==> src/rtl/pixel_frame_sequencer_pkg.sv <==
// Shared configuration for the pixel sensor frame path.
// Holds the default array geometry, the frame FSM state type and the derived
// address widths used by the frame sequencer and its readout address generator.
package PixelSensorConfig;

  localparam int unsigned PIXEL_ARRAY_HEIGHT = 128;
  localparam int unsigned PIXEL_ARRAY_WIDTH  = 128;
  localparam int unsigned PIXEL_BITS         = 8;
  localparam int unsigned OUTPUT_BUS_WIDTH   = 8;
  localparam int unsigned ERASE_CYCLES       = 5;
  localparam int unsigned EXPOSE_W           = 16;

  localparam int unsigned GROUPS_PER_ROW = PIXEL_ARRAY_WIDTH / OUTPUT_BUS_WIDTH;
  localparam int unsigned ROW_W          = $clog2(PIXEL_ARRAY_HEIGHT);
  localparam int unsigned GRP_W          = $clog2(GROUPS_PER_ROW);

  typedef enum logic [2:0] {
    IDLE,
    ERASE,
    EXPOSE,
    CONVERT,
    READ
  } sensor_state_t;

endpackage

==> src/rtl/pixel_readout_addr_gen.sv <==
// Readout address generator for the frame sequencer.
// Walks row/group addresses in raster order (group fastest), advancing only on
// an accepted beat (valid_i && ready_i).
// Ports:
//   clk_i, reset_i   clock, synchronous active-high reset
//   valid_i          a beat is being offered at the current address
//   ready_i          output buffer accepts the beat
//   row_o, grp_o     current row / column-group address
//   last_accept_o    the final beat of the frame is accepted this cycle
module pixel_readout_addr_gen import PixelSensorConfig::*; #(
  parameter int unsigned NUM_ROWS = PIXEL_ARRAY_HEIGHT,
  parameter int unsigned NUM_GRPS = GROUPS_PER_ROW,
  parameter int unsigned ROW_BITS = ROW_W,
  parameter int unsigned GRP_BITS = GRP_W
) (
  input  logic                clk_i,
  input  logic                reset_i,
  input  logic                valid_i,
  input  logic                ready_i,
  output logic [ROW_BITS-1:0] row_o,
  output logic [GRP_BITS-1:0] grp_o,
  output logic                last_accept_o
);

  logic [ROW_BITS-1:0] row_d, row_q;
  logic [GRP_BITS-1:0] grp_d, grp_q;
  logic                accept;
  logic                row_end;
  logic                grp_end;

  assign accept  = valid_i & ready_i;
  assign grp_end = (grp_q == GRP_BITS'(NUM_GRPS - 1));
  assign row_end = (row_q == ROW_BITS'(NUM_ROWS - 1));

  always_comb begin
    row_d = row_q;
    grp_d = grp_q;
    if (accept) begin
      if (grp_end) begin
        grp_d = '0;
        // Last row wraps to 0 so the next frame starts clean; the FSM ends the frame.
        row_d = row_end ? '0 : row_q + ROW_BITS'(1);
      end else begin
        grp_d = grp_q + GRP_BITS'(1);
      end
    end
  end

  always_ff @(posedge clk_i) begin
    if (reset_i) begin
      row_q <= '0;
      grp_q <= '0;
    end else begin
      row_q <= row_d;
      grp_q <= grp_d;
    end
  end

  assign row_o         = row_q;
  assign grp_o         = grp_q;
  assign last_accept_o = accept & row_end & grp_end;

endmodule

==> src/rtl/pixel_frame_sequencer.sv <==
// Frame-level controller for the pixel array.
// Sequences one capture per accepted start: erase, expose, ADC ramp convert,
// then raster readout in bus-width beats under valid/ready backpressure.
// Ports:
//   clk, reset        main clock, synchronous active-high reset
//   start             frame request, only honoured while idle
//   expose_cycles     exposure length, latched on start (0 behaves as 1)
//   erase/expose/convert  registered, mutually exclusive phase strobes
//   adc_count         ramp value broadcast to the pixel ADCs during convert
//   row_sel, grp_sel  readout address, beat_valid marks it as a live beat
//   beat_ready        output buffer accepts the beat
//   busy              high whenever not idle
//   frame_done        one-cycle pulse after the last beat is accepted
module pixel_frame_sequencer import PixelSensorConfig::*; #(
  parameter int unsigned PIXEL_ARRAY_HEIGHT = PixelSensorConfig::PIXEL_ARRAY_HEIGHT,
  parameter int unsigned PIXEL_ARRAY_WIDTH  = PixelSensorConfig::PIXEL_ARRAY_WIDTH,
  parameter int unsigned PIXEL_BITS         = PixelSensorConfig::PIXEL_BITS,
  parameter int unsigned OUTPUT_BUS_WIDTH   = PixelSensorConfig::OUTPUT_BUS_WIDTH,
  parameter int unsigned ERASE_CYCLES       = PixelSensorConfig::ERASE_CYCLES,
  parameter int unsigned EXPOSE_W           = PixelSensorConfig::EXPOSE_W
) (
  input  logic                                                 clk,
  input  logic                                                 reset,
  input  logic                                                 start,
  input  logic [EXPOSE_W-1:0]                                  expose_cycles,
  output logic                                                 erase,
  output logic                                                 expose,
  output logic                                                 convert,
  output logic [PIXEL_BITS-1:0]                                adc_count,
  output logic [$clog2(PIXEL_ARRAY_HEIGHT)-1:0]                row_sel,
  output logic [$clog2(PIXEL_ARRAY_WIDTH/OUTPUT_BUS_WIDTH)-1:0] grp_sel,
  output logic                                                 beat_valid,
  input  logic                                                 beat_ready,
  output logic                                                 busy,
  output logic                                                 frame_done
);

  localparam int unsigned NumGrps = PIXEL_ARRAY_WIDTH / OUTPUT_BUS_WIDTH;
  localparam int unsigned RowBits = $clog2(PIXEL_ARRAY_HEIGHT);
  localparam int unsigned GrpBits = $clog2(NumGrps);
  localparam int unsigned EraseW  = $clog2(ERASE_CYCLES + 1);
  // One down-counter serves erase and expose, so it must hold the larger of the two.
  localparam int unsigned CntW    = (EXPOSE_W > EraseW) ? EXPOSE_W : EraseW;

  localparam logic [PIXEL_BITS-1:0] AdcMax = '1;

  sensor_state_t         state_q;
  logic [CntW-1:0]       phase_cnt_q;
  logic [EXPOSE_W-1:0]   exp_len_q;
  logic                  erase_q;
  logic                  expose_q;
  logic                  convert_q;
  logic [PIXEL_BITS-1:0] adc_q;
  logic                  valid_q;
  logic                  busy_q;
  logic                  done_q;
  logic                  last_accept;

  pixel_readout_addr_gen #(
    .NUM_ROWS (PIXEL_ARRAY_HEIGHT),
    .NUM_GRPS (NumGrps),
    .ROW_BITS (RowBits),
    .GRP_BITS (GrpBits)
  ) u_addr_gen (
    .clk_i         (clk),
    .reset_i       (reset),
    .valid_i       (valid_q),
    .ready_i       (beat_ready),
    .row_o         (row_sel),
    .grp_o         (grp_sel),
    .last_accept_o (last_accept)
  );

  // Outputs are registered alongside the state so each phase strobe rises on
  // the same edge the state is entered.
  always_ff @(posedge clk) begin
    if (reset) begin
      state_q     <= IDLE;
      phase_cnt_q <= '0;
      exp_len_q   <= '0;
      erase_q     <= 1'b0;
      expose_q    <= 1'b0;
      convert_q   <= 1'b0;
      adc_q       <= '0;
      valid_q     <= 1'b0;
      busy_q      <= 1'b0;
      done_q      <= 1'b0;
    end else begin
      done_q <= 1'b0;
      case (state_q)
        IDLE: begin
          if (start) begin
            state_q     <= ERASE;
            busy_q      <= 1'b1;
            erase_q     <= 1'b1;
            phase_cnt_q <= CntW'(ERASE_CYCLES - 1);
            exp_len_q   <= (expose_cycles == '0) ? EXPOSE_W'(1) : expose_cycles;
          end
        end
        ERASE: begin
          if (phase_cnt_q == '0) begin
            state_q     <= EXPOSE;
            erase_q     <= 1'b0;
            expose_q    <= 1'b1;
            phase_cnt_q <= CntW'(exp_len_q) - CntW'(1);
          end else begin
            phase_cnt_q <= phase_cnt_q - CntW'(1);
          end
        end
        EXPOSE: begin
          if (phase_cnt_q == '0) begin
            state_q   <= CONVERT;
            expose_q  <= 1'b0;
            convert_q <= 1'b1;
            adc_q     <= '0;
          end else begin
            phase_cnt_q <= phase_cnt_q - CntW'(1);
          end
        end
        CONVERT: begin
          // The ramp value itself is the convert-phase counter.
          if (adc_q == AdcMax) begin
            state_q   <= READ;
            convert_q <= 1'b0;
            adc_q     <= '0;
            valid_q   <= 1'b1;
          end else begin
            adc_q <= adc_q + PIXEL_BITS'(1);
          end
        end
        READ: begin
          if (last_accept) begin
            state_q <= IDLE;
            valid_q <= 1'b0;
            busy_q  <= 1'b0;
            done_q  <= 1'b1;
          end
        end
        default: begin
          state_q <= IDLE;
        end
      endcase
    end
  end

  assign erase      = erase_q;
  assign expose     = expose_q;
  assign convert    = convert_q;
  assign adc_count  = adc_q;
  assign beat_valid = valid_q;
  assign busy       = busy_q;
  assign frame_done = done_q;

endmodule
==> config.mk <==
export PLATFORM = sky130hd
export DESIGN_NAME = pixel_frame_sequencer
export DESIGN_NICKNAME = d
export VERILOG_FILES = /design/src/rtl/pixel_frame_sequencer_pkg.sv /design/src/rtl/pixel_readout_addr_gen.sv /design/src/rtl/pixel_frame_sequencer.sv
export SDC_FILE = /design/constraint.sdc
export NUM_CORES = 1
export LEC_CHECK = 0
export BUFFER_PORTS_ARGS = -buffer_cell sky130_fd_sc_hd__buf_2
export CAP_MARGIN = 20
export CORE_MARGIN = 4
export CORE_UTILIZATION = 52
export CTS_BUF_LIST = sky130_fd_sc_hd__clkbuf_16
export DETAILED_ROUTE_END_ITERATION = 8
export PLACE_DENSITY = 0.76
export SLEW_MARGIN = 20
export SYNTH_ARGS = -nofsm -noshare
export SYNTH_HDL_FRONTEND = slang
export SYNTH_SLANG_ARGS = --single-unit
==> constraint.sdc <==
create_clock -name clk -period 2.3 [get_ports clk]
set_clock_uncertainty 0.05 [all_clocks]
set_input_delay 0.345 -clock clk [delete_from_list [all_inputs] [get_ports clk]]
set_output_delay 0.345 -clock clk [all_outputs]
set_load 0.005 [all_outputs]
==> results.cfg <==
[clock_network]
clk_latency_ps = 330
cts_root_buffer = clkbuf_16
clkSlewWorstSetupHoldPaths_ps = 50
cts_buffers = 9
hold_buffers = 0
cts_buffer_depth = 2
cts_max_level = 3
clkSinkCount = 60
cts_tree = built

[place]
dp_hpwl_um = 6040
pre_cts_ws_ps = 120
gp_congestion = 0.893
io_buffer_count = 44

[yosys]
async_reset_ff_share_pct = 0
netlist_area_mm2 = 0.00328
ys_seq_area_share_pct = 36.7
synth_ff_type = dfxtp_1
synth_cell_type_count = 61
synth_edf_count = 0
synth_nets = 420
ys_ff_latch = 60
syn-instance-count = 395
synth.avg_cell_area_um2 = 8.29
yosys_warnings = 0

[power]
max-vdd-ir-drop_mv = 0.832
p_per_area_mw_per_mm2 = 1440
power.leakage_nw = 1.56

[drt]
wl_um = 8490
drc = 0
drtIter0Drc = 403
vias = 3283
drtAntennaViolNets = 0
wl_per_cell_um = 15.9
via_per_inst = 6.14
drtPass1Iterations = 5

[worst_setup_path]
r2r-start = phase_cnt_q[0]
cp-startpoint = phase_cnt_q[0]
endpoint = phase_cnt_q[13]
critPathKind = reg2reg
crit_path_frequent_cell = buf_4
end_kind = register
critPathSlowestCell = dfxtp_1
path_max_fanout = 11
crit_required_ps = 2470
reg2reg_slack_ps = 80
r2r_cells = 9
cp_slowest_stage_delay_ps = 330
critPathArrivalTime_ps = 2390
start_kind = register
r2r-end = phase_cnt_q[13]
critical_path.cell_chain = inv_1, ha_1, nor4b_4, and4_1, buf_4, o31ai_1, buf_4, a22o_1, a32o_1

[global_route]
first_global_vias = 2992
grt_antenna_before_repair = 0
grt_usage_pct = 23.4
grt_pass1_wl_um = 14200
gr-total-overflow = 0
grt_max_degree = 20

[finish]
insertedDiodeCount = 0
area_growth_pct = 20.3
drive_above_1_share_pct = 22.8
fillerInstances = 504
nets = 480

[worst_hold_path]
min_path_type = in2reg

[floorplanning]
std_cell_rows = 28
chipWidth_um = 87.4
core_area_mm2 = 0.00603
io_pins = 45
initial_core_util_pct = 54.4
die_y_um = 87.4
dieArea_mm2 = 0.00763

[timing]
drv_slew = 0
slew_headroom_pct = 70.6
period_share_pct = 96.6
rsz0062_at_grt = no
tightest_slew_ps = 441
period_needed_ps = 2220
worst_slack_ps = 78.2
setup_viol = 0
fmax_mhz = 450
hold_violations = 0
fin_tns_setup_ps = 0
holdWs_ps = 214

[outcome]
status = finished, final reports clean

[job]
maxCapViolCount = 0
timing repair:
| action | CTS | global route |
|---|---|---|
| buffers inserted | 0 | 1 |
| setup endpoints to repair | 0 | 7 |
| resized for setup | 0 | 1 |
synth_stat cells, drive strengths merged, types with 3 or more instances:
| master | count | area share [%] |
|---|---|---|
| dfxtp | 60 | 37 |
| nand2 | 54 | 6.2 |
| nor2 | 36 | 4.1 |
| a21oi | 34 | 5.3 |
| nand3 | 18 | 3.1 |
| nor3 | 17 | 3.1 |
| xnor2 | 17 | 4.5 |
| buf | 13 | 2.4 |
| nor4 | 11 | 3.0 |
| o21ai | 10 | 1.6 |
| xor2 | 10 | 2.7 |
| clkbuf | 8 | 0.92 |
| or3 | 8 | 1.5 |
| a31oi | 7 | 1.3 |
| inv | 7 | 0.80 |
| nand2b | 7 | 1.3 |
| nand4 | 7 | 1.3 |
| or4 | 6 | 1.4 |
| and3 | 5 | 0.95 |
| ha | 5 | 1.9 |
| a2111oi | 4 | 2.6 |
| nand3b | 4 | 0.92 |
| o31ai | 4 | 0.92 |
| a211oi | 3 | 0.69 |
| a2bb2oi | 3 | 0.80 |
| a32oi | 3 | 0.80 |
| o2111ai | 3 | 0.80 |
| or2 | 3 | 0.57 |
final cells by class:
type / instances / area [um2] / share of cell area, %
Multi-Input combinational cell: 307 / 1940 / 49.3
Sequential cell: 60 / 1200 / 30.5
Timing Repair Buffer: 70 / 415 / 10.5
Clock buffer: 9 / 225 / 5.72
Tap cell: 75 / 93.8 / 2.38
Clock inverter: 7 / 35.0 / 0.889
Inverter: 7 / 26.3 / 0.667
how the worst min path moves through the flow:
stage / depth (start not counted) / from / endpoint / slack [ps]
floorplan: 2 / exp_len_q[15] / exp_len_q[15] / 400
global placement: 2 / exp_len_q[15] / exp_len_q[15] / 410
detailed placement: 2 / convert / convert / 420
CTS: 3 / expose_cycles[9] / exp_len_q[9] / 210
global route: 3 / expose_cycles[8] / exp_len_q[8] / 230
finish: 3 / expose_cycles[9] / exp_len_q[9] / 210
registers in the layout, summed over array words and instances (netlist names), 3 cells and up:
signal,flops
adc_count,8
phase_cnt_q,16
exp_len_q,16
u_addr_gen.grp_o,4
state_q,3
u_addr_gen.row_o,7
layout by cell type (no fill, tap or decap), types with 7 or more instances in the layout:
cell       count
a21oi_1       33
a31oi_1        7
buf_2         44
buf_4         26
clkbuf_16      9
dfxtp_1       60
inv_1          8
nand2_1       54
nand2b_1       7
nand3_1       16
nand4_1        7
nor2_1        36
nor3_1        15
nor4_1         9
o21ai_0        9
or3_1          8
xnor2_1       17
xor2_1        10
cell families after synthesis:
kind of cell,Yosys count,synth area share [%]
compound gates,87,19.0
xor+xnor,27,7.22
fa+ha+maj,5,1.91
buf+inv,28,4.13
flops,60,36.7
mux,1,0.306
simple gates,187,30.8
critical path: cells and delay by family (launching register included):
kind | cells | cell delay, ps
adders and majority gates | 1 | 200
DFF | 1 | 330
and+or+nand+nor | 2 | 540
buffers and inverters | 3 | 460
AOI/OAI and AO/OA | 3 | 530
report_power, final:
group / internal [W] / leakage [nW] / switching [W] / total (W)
clock network: 0.000711 / 0.134 / 0.000465 / 0.00118
registers: 0.00125 / 0.488 / 0.000263 / 0.00151
logic: 0.00130 / 0.939 / 0.00169 / 0.00300
per-stage QoR:
stage	utilization (%)	instance area [um2]	total power, W	instances
4_1_cts	65.2	3930	0.00559	534
2_1_floorplan	-	3280	0.00361	395
3_5_place_dp	60.9	3670	0.00437	518
6_report	65.4	3940	0.00568	535
5_1_grt	65.4	3940	0.00603	535
3_3_place_gp	60.9	3670	0.00431	518
routing by layer:
metal,GRT usage (%),part of all wire (%),vias up
li1,-,-,1567
met1,31.0,43,1537
met2,36.8,46,144
met3,4.54,7.7,35
met4,10.5,3.2,0
met5,0,0,-
Note: power is estimated with default switching activity, not from simulation.
